===== src/rtl/pc_pkg.sv =====
`timescale 1ns/1ps
// pc_pkg
// Shared definitions for the program-counter stage: PC width, reset
// vector, step constant, the PC type and the next-PC source encoding
// together with the priority decoder that produces it.
package pc_pkg;

    localparam int PC_W = 8;
    localparam logic [PC_W-1:0] RESET_VECTOR = 8'h00;
    localparam logic [PC_W-1:0] PC_STEP      = 8'h01;

    typedef logic [PC_W-1:0] pc_t;

    typedef enum logic [2:0] {
        SEL_SEQ,
        SEL_BRANCH,
        SEL_CALL,
        SEL_RET,
        SEL_HOLD
    } next_pc_sel_t;

    // Fixed priority: stall, then ret, then call, then branch. Losing
    // requests are simply dropped by the caller.
    function automatic next_pc_sel_t decode_next_pc(
        input logic stall,
        input logic ret_en,
        input logic call_en,
        input logic branch_en
    );
        if (stall)          return SEL_HOLD;
        else if (ret_en)    return SEL_RET;
        else if (call_en)   return SEL_CALL;
        else if (branch_en) return SEL_BRANCH;
        else                return SEL_SEQ;
    endfunction

endpackage


===== src/rtl/ras_stack.sv =====
`timescale 1ns/1ps
// ras_stack
// Small circular return-address stack.
// Ports:
//   clk, rst_n        clock, synchronous active-low reset
//   push, pop         request strobes (pop wins if both are high)
//   din               address to push
//   dout              current top entry (combinational read)
//   empty, full       decodes of the registered entry count
//   overflow          pulse: push while full (oldest entry overwritten)
//   underflow         pulse: pop while empty (nothing changes)
module ras_stack
    import pc_pkg::*;
#(
    parameter int DEPTH = 4,
    parameter int W     = 8
) (
    input  logic         clk,
    input  logic         rst_n,
    input  logic         push,
    input  logic         pop,
    input  logic [W-1:0] din,
    output logic [W-1:0] dout,
    output logic         empty,
    output logic         full,
    output logic         overflow,
    output logic         underflow
);

    localparam int PTR_W = (DEPTH > 1) ? $clog2(DEPTH) : 1;
    localparam int CNT_W = PTR_W + 1;
    localparam logic [CNT_W-1:0] CNT_MAX = CNT_W'(DEPTH);

    logic [PTR_W-1:0] top_reg;
    logic [PTR_W-1:0] top_inc;
    logic [PTR_W-1:0] top_dec;
    logic [CNT_W-1:0] count_reg;
    logic             do_push;
    logic             do_pop;

    logic [DEPTH-1:0][W-1:0] entries;

    assign empty = (count_reg == '0);
    assign full  = (count_reg == CNT_MAX);

    // DEPTH is a power of two, so the pointer wraps by plain overflow.
    assign top_inc = top_reg + 1'b1;
    assign top_dec = top_reg - 1'b1;

    assign do_pop    = pop && !empty;
    assign do_push   = push && !pop;
    assign underflow = pop && empty;
    assign overflow  = do_push && full;

    assign dout = entries[top_reg];

    // One register per entry; contents need no reset since count gates
    // every read that matters.
    genvar gi;
    generate
        for (gi = 0; gi < DEPTH; gi++) begin : g_entry
            logic [W-1:0] entry_reg;
            always_ff @(posedge clk) begin
                if (do_push && (top_inc == PTR_W'(gi))) begin
                    entry_reg <= din;
                end
            end
            assign entries[gi] = entry_reg;
        end
    endgenerate

    always_ff @(posedge clk) begin
        if (!rst_n) begin
            top_reg   <= '0;
            count_reg <= '0;
        end else if (do_pop) begin
            top_reg   <= top_dec;
            count_reg <= count_reg - 1'b1;
        end else if (do_push) begin
            top_reg <= top_inc;
            // When full, the write lands on the oldest slot and the
            // count saturates.
            if (!full) begin
                count_reg <= count_reg + 1'b1;
            end
        end
    end

endmodule


===== src/rtl/pc_sequencer.sv =====
`timescale 1ns/1ps
// pc_sequencer
// 8-bit program-counter stage around an external combinational adder.
// The current pc and the step constant go out to the adder; its sum comes
// back as pc_sum and is the sequential next PC. Branch, call and return
// override it, with a circular return-address stack behind call/return.
// Ports:
//   clk, rst_n                    clock, synchronous active-low reset
//   stall                         freeze pc, stack and flags this cycle
//   pc_sum                        adder result (pc + pc_step)
//   branch_en / branch_target     jump request
//   call_en / call_target         push pc_sum, jump to call_target
//   ret_en                        pop return address into pc
//   pc, pc_step                   adder operands; pc also feeds fetch
//   pc_valid                      low during and right after reset
//   ras_empty, ras_full           stack occupancy decodes
//   ras_err                       sticky overflow/underflow flag
module pc_sequencer
    import pc_pkg::*;
#(
    parameter int              PC_W         = pc_pkg::PC_W,
    parameter logic [PC_W-1:0] RESET_VECTOR = pc_pkg::RESET_VECTOR,
    parameter logic [PC_W-1:0] PC_STEP      = pc_pkg::PC_STEP,
    parameter int              RAS_DEPTH    = 4
) (
    input  logic            clk,
    input  logic            rst_n,
    input  logic            stall,
    input  logic [PC_W-1:0] pc_sum,
    input  logic            branch_en,
    input  logic [PC_W-1:0] branch_target,
    input  logic            call_en,
    input  logic [PC_W-1:0] call_target,
    input  logic            ret_en,
    output logic [PC_W-1:0] pc,
    output logic [PC_W-1:0] pc_step,
    output logic            pc_valid,
    output logic            ras_empty,
    output logic            ras_full,
    output logic            ras_err
);

    next_pc_sel_t    sel;
    logic [PC_W-1:0] pc_reg;
    logic [PC_W-1:0] pc_next;
    logic            pc_valid_reg;
    logic            ras_err_reg;
    logic [PC_W-1:0] ras_dout;
    logic            ras_push;
    logic            ras_pop;
    logic            ras_overflow;
    logic            ras_underflow;

    assign sel      = decode_next_pc(stall, ret_en, call_en, branch_en);
    assign ras_push = (sel == SEL_CALL);
    assign ras_pop  = (sel == SEL_RET);

    ras_stack #(
        .DEPTH (RAS_DEPTH),
        .W     (PC_W)
    ) u_ras (
        .clk       (clk),
        .rst_n     (rst_n),
        .push      (ras_push),
        .pop       (ras_pop),
        .din       (pc_sum),
        .dout      (ras_dout),
        .empty     (ras_empty),
        .full      (ras_full),
        .overflow  (ras_overflow),
        .underflow (ras_underflow)
    );

    always_comb begin
        pc_next = pc_sum;
        case (sel)
            SEL_HOLD:   pc_next = pc_reg;
            // A return on an empty stack falls through sequentially.
            SEL_RET:    pc_next = ras_empty ? pc_sum : ras_dout;
            SEL_CALL:   pc_next = call_target;
            SEL_BRANCH: pc_next = branch_target;
            default:    pc_next = pc_sum;
        endcase
    end

    always_ff @(posedge clk) begin
        if (!rst_n) begin
            pc_reg       <= RESET_VECTOR;
            pc_valid_reg <= 1'b0;
            ras_err_reg  <= 1'b0;
        end else begin
            pc_reg       <= pc_next;
            pc_valid_reg <= 1'b1;
            // The stack only pulses these when a request was accepted,
            // so a stall can never set the flag.
            if (ras_overflow || ras_underflow) begin
                ras_err_reg <= 1'b1;
            end
        end
    end

    assign pc       = pc_reg;
    assign pc_step  = PC_STEP;
    assign pc_valid = pc_valid_reg;
    assign ras_err  = ras_err_reg;

endmodule


===== config.mk =====
export PLATFORM = sky130hd
export DESIGN_NAME = pc_sequencer
export DESIGN_NICKNAME = d
export VERILOG_FILES = /design/src/rtl/pc_pkg.sv /design/src/rtl/ras_stack.sv /design/src/rtl/pc_sequencer.sv
export SDC_FILE = /design/constraint.sdc
export NUM_CORES = 1
export LEC_CHECK = 0
export ABC_AREA = 1
export CAP_MARGIN = 25
export CORE_MARGIN = 2
export CORE_UTILIZATION = 45
export DETAILED_ROUTE_END_ITERATION = 8
export PLACE_DENSITY = 0.75
export SETUP_SLACK_MARGIN = 0.5
export SYNTH_ARGS = -nofsm -noshare
export SYNTH_HDL_FRONTEND = slang
export SYNTH_SLANG_ARGS = --single-unit

===== constraint.sdc =====
create_clock -name clk -period 1.87 [get_ports clk]
set_clock_uncertainty 0.15 [all_clocks]
set_input_delay 0.2805 -clock clk [delete_from_list [all_inputs] [get_ports clk]]
set_output_delay 0.2805 -clock clk [all_outputs]
set_load 0.005 [all_outputs]

==> results.json <==
{
  "cts_buffers": 5,
  "fp.dieArea_um2": 5900,
  "multi_input_area_um2": 1080,
  "critPathSlowestCell": "dfxtp_4",
  "wl_per_cell_um": 14.8,
  "routed_wl_mm": 6.27,
  "max_stage_delay_ps": 370,
  "clk_pin_slew_ps": 100,
  "start_kind": "register",
  "synth_cells": 262,
  "p_leak_nw": 1.54,
  "dieWidth_um": 76.8,
  "grt_max_degree": 17,
  "placed_cell_area_um2": 3010,
  "largest_register_ff_count": 32,
  "async_flop_share_pct": 0,
  "cts.sinks": 47,
  "crit_chain": "nor2_4, nand2_2, buf_6, nand4_4, xor2_1, ha_2, nor2_1, nand4_1, nand2_1, nand3_1, nand2_1, nor2_1",
  "drv_cap": 0,
  "stdcell_count": 424,
  "synth_edf_count": 32,
  "hold_buffers": 0,
  "min_period_ps": 1740,
  "cts_max_level": 2,
  "drive_gt1_share_pct": 32.2,
  "powerDensity_nw_per_um2": 658,
  "viasPerCell": 4.90,
  "rsz0062_at_grt": "true",
  "grt_first_pass_wirelength_mm": 9.96,
  "cp.required_ps": 1930,
  "drtAntennaViolNets": 0,
  "syn_to_final_growth_pct": 48.9,
  "final_cell_area_um2": 3550,
  "grt_pass1_vias": 2020,
  "n_fill_cell": 373,
  "hold_viol_final": 0,
  "diodes": 0,
  "gp_congestion": 0.827,
  "rows": 26,
  "gr-usage-all-layers_pct": 22.0,
  "numPortBuffers": 41,
  "ir_worst_vdd_uv": 406,
  "finalCritPeriodShare_pct": 93.1,
  "dr_total_vias": 2078,
  "first_pass_iters": 5,
  "gr-total-overflow": 0,
  "crit_fanout": 2,
  "place_inst": 380,
  "cts_tree": "built",
  "yosysSeqAreaShare_pct": 52.9,
  "synth_warnings": 0,
  "clock_path_buffers": 2,
  "setup_viol": 0,
  "synth.distinct_cells": 32,
  "worstSetupPathType": "register to register",
  "io_pins": 50,
  "register_area_um2": 1280,
  "antenna_found_initial": 0,
  "layout_setup_ws_ps": 128,
  "cp-end-kind": "register",
  "die_height_um": 76.8,
  "drcViolationCount": 0,
  "cp.arrival_ps": 1810,
  "drt_iter0_markers": 80,
  "totalPowerFinal_mw": 2.34,
  "hold_path_class": "input port to register",
  "slew_violations": 0,
  "synth-seq-cells": 47,
  "netlist_area_um2": 2390,
  "dp_slack_ps": -292,
  "coreArea_um2": 5110,
  "avgSynthCellArea_um2": 9.11,
  "root_buffer": "clkbuf_8",
  "clock_latency_ps": 310,
  "start_util_pct": 46.7,
  "fin_nets": 388,
  "status": "finished, final reports clean",
  "synth_ff_type": "edfxtp_1",
  "detailed_place_hpwl_mm": 3.86,
  "fmax_ghz": 0.574,
  "finalSetupTns_ps": 0
}
metrics by stage:
stage                     hold WS (ps)  util [%]
after global placement             362      58.9
after detailed placement           367      58.9
after floorplan                    158         -
after global routing               385      69.6
final                              369      69.6
after CTS                          386      67.3
timing repair:
| item | 4_1_cts | 5_1_grt |
|---|---|---|
| endpoints found under the setup margin | 58 | 48 |
| buffers inserted | 26 | 9 |
| pin swaps | 23 | 22 |
| cloned | 1 | 0 |
| hold endpoints to repair | 0 | 0 |
| gates resized for setup | 49 | 28 |
logic make-up (layout without fill, tap and decap cells):
family | count (synthesis) | count (layout) | synth area share (%)
flip-flops | 47 | 47 | 52.9
AO/OA/AOI/OAI | 22 | 22 | 5.77
AND/OR/NAND/NOR | 148 | 148 | 30.1
XOR/XNOR | 1 | 1 | 0.367
adder cells (fa/ha/maj) | 5 | 5 | 2.62
other | 2 | 8 | 0.315
buffers and inverters | 37 | 123 | 7.97
critical path: cells and delay by family (launching register included):
kind / cells / cell delay [ps]
adders and majority gates: 1 / 170
DFF: 1 / 370
xor gates and xnor gates: 1 / 170
and+or+nand+nor: 9 / 670
buffers and inverters: 1 / 110
routing by layer:
layer | track usage (%) | up-vias | share of wire, %
met5 | 0 | - | 0
met4 | 9.09 | 0 | 1.6
met3 | 3.76 | 9 | 5.8
met2 | 39.2 | 69 | 52
met1 | 26.2 | 958 | 40
li1 | - | 1042 | -
layout make-up:
class	count	share of cell area (%)
clock buffer	5	1.94
inverter	21	3.27
sequential	47	36.0
tap	70	2.46
clock inverter	3	0.634
multi-input combinational	184	30.4
timing repair buffer	94	25.3
path summary, 6_finish.rpt:
kind / from / endpoint / slack (ps) / depth (start not counted)
hold / removal: stall / pc[7] / 370 / 6
hold reg to reg: ras_err / ras_err / 370 / 2
setup reg to reg: u_ras.count_reg[0] / u_ras.count_reg[2] / 130 / 12
setup / recovery: u_ras.count_reg[0] / u_ras.count_reg[2] / 130 / 12
cells in the final DEF (no fill, tap or decap), types with 6 or more instances in the layout:
master / instances
nand3_1: 20
conb_1: 8
buf_6: 11
nand2_4: 7
buf_4: 37
dfxtp_1: 9
inv_1: 8
inv_2: 7
nand2_1: 74
dlygate4sd2_1: 11
nand4_1: 7
nor2_1: 22
o21ai_0: 6
edfxtp_1: 32
buf_12: 6
clkdlybuf4s50_1: 25
a21oi_1: 7
cell usage after synthesis, types with 3 or more instances:
library cell | count | area share (%)
o21ai_0 | 6 | 1.3
nand4_1 | 7 | 1.8
a21oi_1 | 7 | 1.5
nand2_2 | 3 | 0.79
nand2_1 | 74 | 12
nand2_4 | 6 | 2.8
buf_4 | 10 | 3.1
nor2_1 | 29 | 4.6
nand3_1 | 21 | 4.4
nor3_2 | 3 | 1.3
a22oi_1 | 5 | 1.6
buf_2 | 3 | 0.63
inv_1 | 13 | 2.0
dfxtp_1 | 15 | 13
inv_2 | 7 | 1.1
ha_1 | 5 | 2.6
edfxtp_1 | 32 | 40
power breakdown:
group / switching [mW] / internal, mW
sequential: 0.0183 / 1.14
clock: 0.372 / 0.268
combinational: 0.264 / 0.277
Power figures use the tool's default switching activity.
==> RTL change, RTL diff (same flow settings) <==
Register the inputs `branch_target` and `call_target` before use, cleared by the reset. The logic sees them one clock later. The other inputs are not delayed to match.
--- a/src/rtl/pc_sequencer.sv
+++ b/src/rtl/pc_sequencer.sv
@@ -40,6 +40,19 @@
     output logic            ras_err
 );
 
+    logic [PC_W-1:0] branch_target_q;
+    logic [PC_W-1:0] call_target_q;
+
+    always_ff @(posedge clk) begin
+        if (!rst_n) begin
+            branch_target_q <= '0;
+            call_target_q   <= '0;
+        end else begin
+            branch_target_q <= branch_target;
+            call_target_q   <= call_target;
+        end
+    end
+
     next_pc_sel_t    sel;
     logic [PC_W-1:0] pc_reg;
     logic [PC_W-1:0] pc_next;
@@ -77,8 +90,8 @@
             SEL_HOLD:   pc_next = pc_reg;
             // A return on an empty stack falls through sequentially.
             SEL_RET:    pc_next = ras_empty ? pc_sum : ras_dout;
-            SEL_CALL:   pc_next = call_target;
-            SEL_BRANCH: pc_next = branch_target;
+            SEL_CALL:   pc_next = call_target_q;
+            SEL_BRANCH: pc_next = branch_target_q;
             default:    pc_next = pc_sum;
         endcase
     end
Behaviour: not the same (a bounded check fails within 4 cycles, from zero or initial values and one cycle with rst_n low).
==> RTL change against the unedited design <==
Total power up 34%. Combinational power down 6.7%. Count of clock-buffer cells in the layout up 8. Final area up 12%. Via count up 15%. Synthesized cell count up 15%. Non-clock buffer count down 4. Largest cell class unchanged. Wire length up 7.7%. Highest routed layer unchanged. Sequential cell count up 16. Worst setup slack better by 0.016 ns. Worst hold slack worse by 0.053 ns. Synthesized area up 16%.
==> RTL change: results (changes against the unedited design) <==
| Metric | Value |
|---|---|
| Synth Area in Compound Gates | `5.25% (-0.51 points)` |
| Hold_sp | `call_target[3]` |
| Maximum fanout along the worst path | `3 (+1)` |
| Clk tree area frac | `4.66% (+2.1 points)` |
| Synth Area in XOR/XNOR | `0.317% (-0.050 points)` |
| Total track usage | `21.1% (-0.95 points)` |
| # rows | `28 (+7.7%)` |
| Sequential Area | `1600 sq um (+25%)` |
| Invs w/o clock | `34 (+62%)` |
| Clk sink count | `63 (+34%)` |
| Hold Path End | `call_target_q[3]$_SDFF_PN0_` |
| Hold depth | `3 (-3)` |
| Non-clock buffering overhead | `21.0% (-4.3 points)` |
| Post-Syn Instances | `301 (+15%)` |
| Reg2Reg Setup Slack | `0.14 ns (+0.02 ns)` |
| TritonRoute pass-1 iters | `4 (-1)` |
| Hold slack | `0.316 ns (-0.0529 ns)` |
| Fill count | `463 (+24%)` |
| H-tree depth | `3 (+1)` |
| Critical path's slowest cell | `dfxtp_2` |
| Latest clock arrival within the worst-skew pair | `0.34 ns (+0.03 ns)` |
| Largest cells by area after synthesis | `edfxtp_1, dfxtp_1, nand2_1` |
| RR Startpoint | `u_ras.count_reg[2]$_SDFFE_PN0P_` |
| Initial drt markers | `164 (+110%)` |
| Placed inst area | `3360 sq um (+12%)` |
| Status | `complete, no violations` |
| Share of cells above drive strength 1 | `28.9% (-3.3 points)` |
| Global-route wire length before repair | `10300 um (+3.7%)` |
| Leak pwr | `0.00178 uW (+15%)` |
| CTS clock-pin slew for the worst setup and hold paths | `0.07 ns (-0.03 ns)` |
| Largest net degree at the start of global routing | `31 (+14)` |
| Post-route insts no fill | `469 (+11%)` |
| Post-DP HPWL | `3960 um (+2.6%)` |
| Layout clock buffer count | `13 (+8)` |
| Fraction of area in multi-input gates | `27.8% (-2.6 points)` |
| Seq/Total Area, Yosys | `57.2% (+4.4 points)` |
==> RTL change: cell types whose count changed after synthesis, moves of 3 or more <==
cell and delta:
dfxtp_1 +16, inv_1 +15, nand2_1 +12, nand4_1 +3, nor2_1 -4
==> RTL change: power by group <==
part           total (uW)  switching, uW  internal [uW]
clock                1090            499            592
sequential           1530           31.5           1500
combinational         505            252            253
==> RTL change: worst max-delay path by stage <==
stage                                    start  cells past startpoint                               to
2_1_floorplan  u_ras.count_reg[0]$_SDFFE_PN0P_                     11  u_ras.count_reg[2]$_SDFFE_PN0P_
3_3_place_gp                            ret_en                     12  u_ras.count_reg[2]$_SDFFE_PN0P_
3_5_place_dp                           call_en                     13  u_ras.count_reg[2]$_SDFFE_PN0P_
4_1_cts        u_ras.count_reg[0]$_SDFFE_PN0P_                     11  u_ras.count_reg[2]$_SDFFE_PN0P_
5_1_grt        u_ras.count_reg[2]$_SDFFE_PN0P_                     12  u_ras.count_reg[2]$_SDFFE_PN0P_
6_report       u_ras.count_reg[2]$_SDFFE_PN0P_                     12  u_ras.count_reg[2]$_SDFFE_PN0P_
==> RTL change: through the flow <==
step / setup WS [ns] / utilization, % / power (uW)
after floorplan: 0.244 / - / 1780
after global placement: -0.184 / 56.8 / 1930
after detailed placement: -0.246 / 56.8 / 1940
after CTS: 0.192 / 65.4 / 3090
after global routing: 0.0517 / 67.2 / 3250
final: 0.145 / 67.2 / 3130
==> RTL change: per-layer routing <==
metal	track usage, %	part of all wire (%)
met1	25.0	40
met3	5.00	5.1
met5	0	0
met2	36.1	52
met4	9.50	2.3
==> RTL change: timing repair <==
| action | in CTS | in global routing |
|---|---|---|
| gates resized for setup | 60 | 26 |
| setup buffers | 28 | 7 |
| hold buffers | 0 | 0 |
| pin swaps | 21 | 24 |
| setup endpoints to repair | 58 | 51 |
